[src/rtl/dsm_pkg.sv]
// Shared constants and width helpers for the delta-sigma datapath.
package dsm_pkg;

  localparam int CIC_ORDER = 3;

  // A stream bit of 1 weighs +DSM_BIT_WEIGHT, a 0 weighs -DSM_BIT_WEIGHT.
  localparam int DSM_BIT_WEIGHT = 1;

  function automatic int cic_acc_width(input int dec_log2);
    return CIC_ORDER * dec_log2 + 2;
  endfunction

  function automatic int cic_out_shift(input int dec_log2, input int out_width);
    return CIC_ORDER * dec_log2 + 1 - out_width;
  endfunction

endpackage

[src/rtl/dsm_cic_decimator_if.sv]
// Bit-stream input and PCM output bundle of the CIC decimator.
interface dsm_cic_decimator_if #(
  parameter int OUT_WIDTH = 16
);
  logic                        clk_en;
  logic                        dsm_in;
  logic signed [OUT_WIDTH-1:0] pcm_out;
  logic                        pcm_valid;

  modport master (output clk_en, output dsm_in, input pcm_out, input pcm_valid);
  modport slave  (input clk_en, input dsm_in, output pcm_out, output pcm_valid);
endinterface

[src/rtl/dsm_cic_comb.sv]
// One CIC differentiator stage: out = in - previous in, advanced by valid_in.
module dsm_cic_comb #(
  parameter int ACC_W = 20
) (
  input  logic             clk,
  input  logic             rst,
  input  logic             valid_in,
  input  logic [ACC_W-1:0] data_in,
  output logic             valid_out,
  output logic [ACC_W-1:0] data_out
);
  logic [ACC_W-1:0] dly_q, dly_d;
  logic [ACC_W-1:0] out_q, out_d;
  logic             vld_q, vld_d;

  always_comb begin
    dly_d = dly_q;
    out_d = out_q;
    vld_d = valid_in;
    if (valid_in) begin
      out_d = data_in - dly_q;
      dly_d = data_in;
    end
  end

  always_ff @(posedge clk) begin
    if (rst) begin
      dly_q <= '0;
      out_q <= '0;
      vld_q <= 1'b0;
    end else begin
      dly_q <= dly_d;
      out_q <= out_d;
      vld_q <= vld_d;
    end
  end

  assign valid_out = vld_q;
  assign data_out  = out_q;
endmodule

[src/rtl/dsm_cic_decimator.sv]
// Third-order CIC decimator turning a 1-bit DSM stream into signed PCM.
module dsm_cic_decimator
  import dsm_pkg::*;
#(
  parameter int OUT_WIDTH = 16,
  parameter int DEC_LOG2  = 6
) (
  input logic                 clk,
  input logic                 rst,
  dsm_cic_decimator_if.slave  bus
);
  localparam int ACC_W = cic_acc_width(DEC_LOG2);
  localparam int SH    = cic_out_shift(DEC_LOG2, OUT_WIDTH);
  localparam logic signed [ACC_W-1:0] SAT_MAX =
    ACC_W'((longint'(1) << (OUT_WIDTH - 1)) - 1);
  localparam logic signed [ACC_W-1:0] SAT_MIN = -SAT_MAX - 1;

  logic [ACC_W-1:0]    x;
  logic [ACC_W-1:0]    i1_q, i1_d, i2_q, i2_d, i3_q, i3_d;
  logic [ACC_W-1:0]    samp_q, samp_d;
  logic                strobe_q, strobe_d;
  logic [DEC_LOG2-1:0] cnt_q, cnt_d;

  assign x = bus.dsm_in ? ACC_W'(DSM_BIT_WEIGHT) : -ACC_W'(DSM_BIT_WEIGHT);

  // Each integrator consumes the pre-edge value of the one before it.
  always_comb begin
    i1_d     = i1_q;
    i2_d     = i2_q;
    i3_d     = i3_q;
    cnt_d    = cnt_q;
    samp_d   = samp_q;
    strobe_d = 1'b0;
    if (bus.clk_en) begin
      i1_d  = i1_q + x;
      i2_d  = i2_q + i1_q;
      i3_d  = i3_q + i2_q;
      cnt_d = cnt_q + 1'b1;
      if (cnt_q == '1) begin
        samp_d   = i3_q;
        strobe_d = 1'b1;
      end
    end
  end

  always_ff @(posedge clk) begin
    if (rst) begin
      i1_q     <= '0;
      i2_q     <= '0;
      i3_q     <= '0;
      cnt_q    <= '0;
      samp_q   <= '0;
      strobe_q <= 1'b0;
    end else begin
      i1_q     <= i1_d;
      i2_q     <= i2_d;
      i3_q     <= i3_d;
      cnt_q    <= cnt_d;
      samp_q   <= samp_d;
      strobe_q <= strobe_d;
    end
  end

  logic [ACC_W-1:0] c1, c2, c3;
  logic             c1_vld, c2_vld, c3_vld;

  dsm_cic_comb #(.ACC_W(ACC_W)) u_comb1 (
    .clk(clk), .rst(rst), .valid_in(strobe_q), .data_in(samp_q),
    .valid_out(c1_vld), .data_out(c1)
  );
  dsm_cic_comb #(.ACC_W(ACC_W)) u_comb2 (
    .clk(clk), .rst(rst), .valid_in(c1_vld), .data_in(c1),
    .valid_out(c2_vld), .data_out(c2)
  );
  dsm_cic_comb #(.ACC_W(ACC_W)) u_comb3 (
    .clk(clk), .rst(rst), .valid_in(c2_vld), .data_in(c2),
    .valid_out(c3_vld), .data_out(c3)
  );

  // The last comb register holds between samples, so the output holds too.
  logic signed [ACC_W-1:0] shifted, sat;

  always_comb begin
    shifted = signed'(c3) >>> SH;
    sat     = shifted;
    if (shifted > SAT_MAX) begin
      sat = SAT_MAX;
    end else if (shifted < SAT_MIN) begin
      sat = SAT_MIN;
    end
  end

  assign bus.pcm_out   = sat[OUT_WIDTH-1:0];
  assign bus.pcm_valid = c3_vld;
endmodule
[src/flat_wrapper.sv]
// flat-port wrapper written by rule: the top's interface ports become plain ports
module dsm_cic_decimator_flat import dsm_pkg::*;
#(
  parameter int OUT_WIDTH = 16,
  parameter int DEC_LOG2  = 6
)
  (clk, rst, bus_clk_en, bus_dsm_in, bus_pcm_out, bus_pcm_valid);
  dsm_cic_decimator_if #(.OUT_WIDTH(OUT_WIDTH)) bus_i ();
  input logic clk;
  input logic rst;
  input wire logic [$bits(bus_i.clk_en)-1:0] bus_clk_en;
  input wire logic [$bits(bus_i.dsm_in)-1:0] bus_dsm_in;
  output wire logic [$bits(bus_i.pcm_out)-1:0] bus_pcm_out;
  output wire logic [$bits(bus_i.pcm_valid)-1:0] bus_pcm_valid;
  assign bus_i.clk_en = bus_clk_en;
  assign bus_i.dsm_in = bus_dsm_in;
  assign bus_pcm_out = bus_i.pcm_out;
  assign bus_pcm_valid = bus_i.pcm_valid;
  dsm_cic_decimator #(.OUT_WIDTH(OUT_WIDTH), .DEC_LOG2(DEC_LOG2)) u_core (.clk(clk), .rst(rst), .bus(bus_i));
endmodule
[config.mk]
export PLATFORM = sky130hd
export DESIGN_NAME = dsm_cic_decimator_flat
export DESIGN_NICKNAME = d
export VERILOG_FILES = /design/src/rtl/dsm_pkg.sv /design/src/rtl/dsm_cic_decimator_if.sv /design/src/rtl/dsm_cic_comb.sv /design/src/rtl/dsm_cic_decimator.sv /design/src/flat_wrapper.sv
export SDC_FILE = /design/constraint.sdc
export NUM_CORES = 1
export LEC_CHECK = 0
export ABC_AREA = 0
export BUFFER_PORTS_ARGS = -buffer_cell sky130_fd_sc_hd__buf_2
export CAP_MARGIN = 10
export CORE_MARGIN = 2
export CORE_UTILIZATION = 50
export DETAILED_ROUTE_END_ITERATION = 6
export GPL_TIMING_DRIVEN = 0
export PLACE_DENSITY = 0.75
export SYNTH_ARGS = -nofsm -noshare
export SYNTH_HDL_FRONTEND = slang
export SYNTH_HIERARCHICAL = 1
export SYNTH_SLANG_ARGS = --single-unit
[constraint.sdc]
create_clock -name clk -period 2.5 [get_ports clk]
set_input_delay 0.5 -clock clk [delete_from_list [all_inputs] [get_ports clk]]
set_output_delay 0.5 -clock clk [all_outputs]
set_load 0.005 [all_outputs]
Yosys cells after proc, flatten, opt, wreduce, memory -nomap -nowiden
Index checks and enable logic that the tools add are counted.
{ "word_totals": {"register_bits": 210, "wordCells": 32} }
{ "op_classes": {"add_sub_neg": 7, "magnitude_cmp": 2, "n_eq_ne": 1, "mux": 4, "n_bitwise": 1, "n_reduce_logical": 2} }
{ "ops": {"columns": ["operator", "count"], "rows": [
  ["$add A20 B20 Y20", 3],
  ["$sub A20 B20 Y20", 3],
  ["$mux W16", 2],
  ["$mux W20", 1],
  ["$gt A17 B16 Y1 const B", 1],
  ["$lt A17 B16 Y1 const B", 1],
  ["$add A6 B1 Y6 const B", 1],
  ["$eq A6 B6 Y1 const B", 1],
  ["$reduce_and A2 Y1", 1],
  ["$reduce_or A2 Y1", 1],
  ["$mux W1", 1],
  ["$not A1 Y1", 1]
]} }

Logic depth before layout (Yosys ltp)
{ "depth": {"word_depth": 3, "mapped_depth": 10, "ltp_nobuf": 9} }

Cells and area by module
The synthesis kept the hierarchy.
{ "by_module_without_submodules": {"columns": ["module", "instances", "cells_per_inst", "area_per_inst_um2"], "rows": [
  ["dsm_cic_decimator", 1, 722, 6100.9],
  ["dsm_cic_comb (u_core.u_comb1 ...)", 2, 308, 2555.0],
  ["dsm_cic_comb (u_core.u_comb3)", 1, 305, 2615.0]
]} }

Worst setup path after synthesis
No wires, ideal clock.
{ "synth_timing": {"kind": "input -> register", "startpoint": "input bus_dsm_in", "endpoint": "register u_core.i1_q[17]", "arrival_ns": 2.540, "t_required_ns": 2.383, "setup_slack_ns": -0.156, "cell_stages": 9, "n_path_buf": 0, "cell_sequence": "inv_1 -> ha_1 -> a211oi_2 -> o211ai_2 -> a41oi_2 -> nor2_2 -> a2111oi_2 -> xnor2_1 -> a22o_1"} }
{ "synth_via": {"elab_chain_cells": 2} }
{ "synth_lines": {"columns": ["item", "line_no", "text"], "rows": [
  ["start, declared", "flat_wrapper.sv:12", "input wire logic [$bits(bus_i.dsm_in)-1:0] bus_dsm_in;"],
  ["$mux W20", "dsm_cic_decimator.sv:24", "assign x = bus.dsm_in ? ACC_W'(DSM_BIT_WEIGHT) : -ACC_W'(DSM_BIT_WEIGHT);"],
  ["$add A20 B20 Y20", "dsm_cic_decimator.sv:35", "i1_d = i1_q + x;"],
  ["end signal, assigned", "dsm_cic_decimator.sv:55", "i1_q <= i1_d;"],
  ["end, declared", "dsm_cic_decimator.sv:19", "logic [ACC_W-1:0] i1_q, i1_d, i2_q, i2_d, i3_q, i3_d;"]
]} }
Every way passes these cells.
A chain may end at the register's enable or synchronous reset.

Worst setup path after layout
{ "layout_timing": {"startpoint": "register u_core.u_comb1.out_q[0] (netlist: u_core/u_comb1/data_out[0])", "endpoint": "register u_core.u_comb2.out_q[12] (netlist: u_core/u_comb2/data_out[12])"} }
{ "layout_via": {"elab_chain_cells": 1} }
{ "layout_lines": {"columns": ["item", "line_no", "text"], "rows": [
  ["start, declared", "dsm_cic_comb.sv:13", "logic [ACC_W-1:0] out_q, out_d;"],
  ["start signal, assigned", "dsm_cic_comb.sv:33", "out_q <= out_d;"],
  ["$sub A20 B20 Y20", "dsm_cic_comb.sv:21", "out_d = data_in - dly_q;"],
  ["end signal, assigned", "dsm_cic_comb.sv:33", null],
  ["end, declared", "dsm_cic_comb.sv:13", null]
]} }
Every way passes these cells.

==> metrics.md <==
| Metric | Value |
|---|---|
| Status | `complete, no violations` |
| Clk_skew | `about 0.009 ns` |
| Maximum VDD drop | `461.3 uV` |
| YS warnings | `6` |
| Total track usage | `about a quarter` |
| RSZ-0062 raised after global routing | `true` |
| Commonest non-fill, non-tap cell in the layout | `dfxtp_1` |
| Synthesized area per cell | `between 8 and 9 um2` |
| Crit path arrival time | `around 2.8 ns` |
| Clock slew at reported path FFs | `0.06 ns` |
| MaxCap Viol Count | `0` |
| Final WL | `around 35 mm` |
| Hold Violations, Final | `0` |
| Worst path required time | `2.89 ns` |
| Horiz. Die Dim | `approximately 170 um` |
| Total gr overflow | `0` |
| Crit-path max FO | `3` |
| Hold Buf Count CTS | `0` |
| Syn_nets | `between 1500 and 2000` |
| Pwr Density | `approximately 580 mW/mm2` |
| Htree depth | `1` |
| Nets | `about 1800` |
| Die height | `around 170 um` |
| Final WS setup | `a little over 0.05 ns` |
| Minimum clock period | `2.448 ns` |
| Layout Area Growth over Synthesis | `12.11%` |
| Fraction of final layout cells with drive strength greater than 1 | `around a tenth` |
| Clock tree buffer depth | `3` |
| Worst rel slew slack | `a little under half` |
| Via count | `between 10000 and 15000` |
| Tightest Pin Transition | `around 0.81 ns` |
| Worst setup path class | `register to register` |
| CTS tree | `yes` |
| CP endpoint kind | `register` |
| Port Buf Inserts | `19` |
| Post-route ant nets | `0` |
| Via density | `~6` |
| Num CTS Buffers | `24` |
| Root buf cell | `clkbuf_16` |
| Fin crit share | `a little over nine tenths` |
| Core Area | `between 0.02 and 0.03 mm2` |
| Worst setup SP type | `register` |
| Clock Latency Late Sink | `~0.52 ns` |
| Vias in the first global route | `about 11000` |
| Residual DRC | `0` |
| Die Area | `between 0.02 and 0.03 mm2` |
| Ports | `21` |
| CTS sink cnt | `207` |
| Fmax | `about 400 MHz` |
| DP HPWL | `26.16 mm` |
| Pre-CTS setup slack | `-0.6545 ns` |
| Post-synthesis cell count | `1633` |
| Initial Util | `between 50% and 60%` |
| First-pass DRT Iterations | `5` |
| Row count | `60` |
| Worst hold path type | `register to register` |
| Synthesized area | `0.01372 mm2` |
| P_leak | `between 6 and 7 nW` |
| Global-route wire length before repair | `around 56 mm` |
| Most frequent cells in the layout | `200 x dfxtp_1, 172 x nor2_1, 143 x nand2_1` |
| 1st-iter DRT viols | `892` |
| Initial antenna violation count | `0` |
| N_diodes | `0` |
| Hold Slack | `approximately 0.46 ns` |
| Final setup vio count | `0` |
| Routed wire per std cell | `roughly 17 um` |
| Pin count of the biggest net entering global routing | `26` |
| Max-slew violations | `0` |
| Routability cong. | `~0.94` |
==> timing repair <==
item,4_1_cts,5_1_grt
resized for setup,6,40
cloned,1,1
setup buffers,5,6
setup endpoints to repair,12,30
pin swaps,3,9
==> report_power, final <==
group          switching, W  total [W]  internal [W]
Clock               0.00141    0.00382       0.00240
Combinational      0.000936    0.00158      0.000649
Sequential         0.000146    0.00359       0.00344
Total               0.00249    0.00899       0.00649
==> routing by layer <==
metal	vias up	GRT usage [%]	wire, um
met5	-	0	0
met1	5671	31.24	15930
met3	74	2.635	1635
li1	6032	-	-
met2	319	40.02	16450
met4	0	7.321	1028
==> final cells by class <==
class | instances | area [um2]
Buffer | 77 | 374.1
Clock buffer | 32 | 671.9
Clock inverter | 11 | 188.9
Fill cell | 2379 | 11570
Inverter | 96 | 364.1
Multi-Input combinational cell | 1252 | 9009
Sequential cell | 207 | 4153
Tap cell | 341 | 426.7
Timing Repair Buffer | 30 | 180.2
Timing Repair inverter | 2 | 15.01
==> metrics by stage <==
stage               power, W  cell area (um2)  cells  setup TNS [ns]  utilization [%]
finish              0.008990            15380   2048               0            57.08
global route        0.009385            15380   2048        -0.08452            57.08
CTS                 0.008972            15180   2042               0            56.33
detailed placement  0.005136            14250   1993          -11.31            52.88
global placement    0.005092            14250   1993          -10.56            52.88
floorplan           0.004818            13730   1633        -0.08999                -
==> critical path: stages (launching register included) <==
cell	delay (ns)
dfxtp_1	0.39
inv_1	0.07
ha_1	0.24
fa_1	0.41
nor2b_1	0.21
o31ai_1	0.16
a211oi_2	0.38
a21boi_1	0.17
mux2i_1	0.21
o21ai_1	0.09
==> worst paths after layout <==
check                           slack (ns)                           to  depth (start not counted)                         from
worst min register to register        0.46  u_core/u_comb3/data_out[14]                          2  u_core/u_comb3/data_out[14]
worst min-delay path                  0.46  u_core/u_comb3/data_out[14]                          2  u_core/u_comb3/data_out[14]
worst max register to register        0.05  u_core/u_comb2/data_out[12]                          9   u_core/u_comb1/data_out[0]
worst max-delay path                  0.05  u_core/u_comb2/data_out[12]                          9   u_core/u_comb1/data_out[0]
==> state kept, by name, summed over array words and instances (netlist names), 6 cells and up <==
register	flops
u_core/cnt_q	6
u_core/i1_q	20
u_core/i2_q	20
u_core/i3_q	20
u_core/samp_q	20
u_core/u_comb1/data_out	20
u_core/u_comb1/dly_q	20
u_core/u_comb2/data_out	20
u_core/u_comb2/dly_q	20
u_core/u_comb3/data_out	17
u_core/u_comb3/dly_q	20
Note: power is estimated with default switching activity, not from simulation.
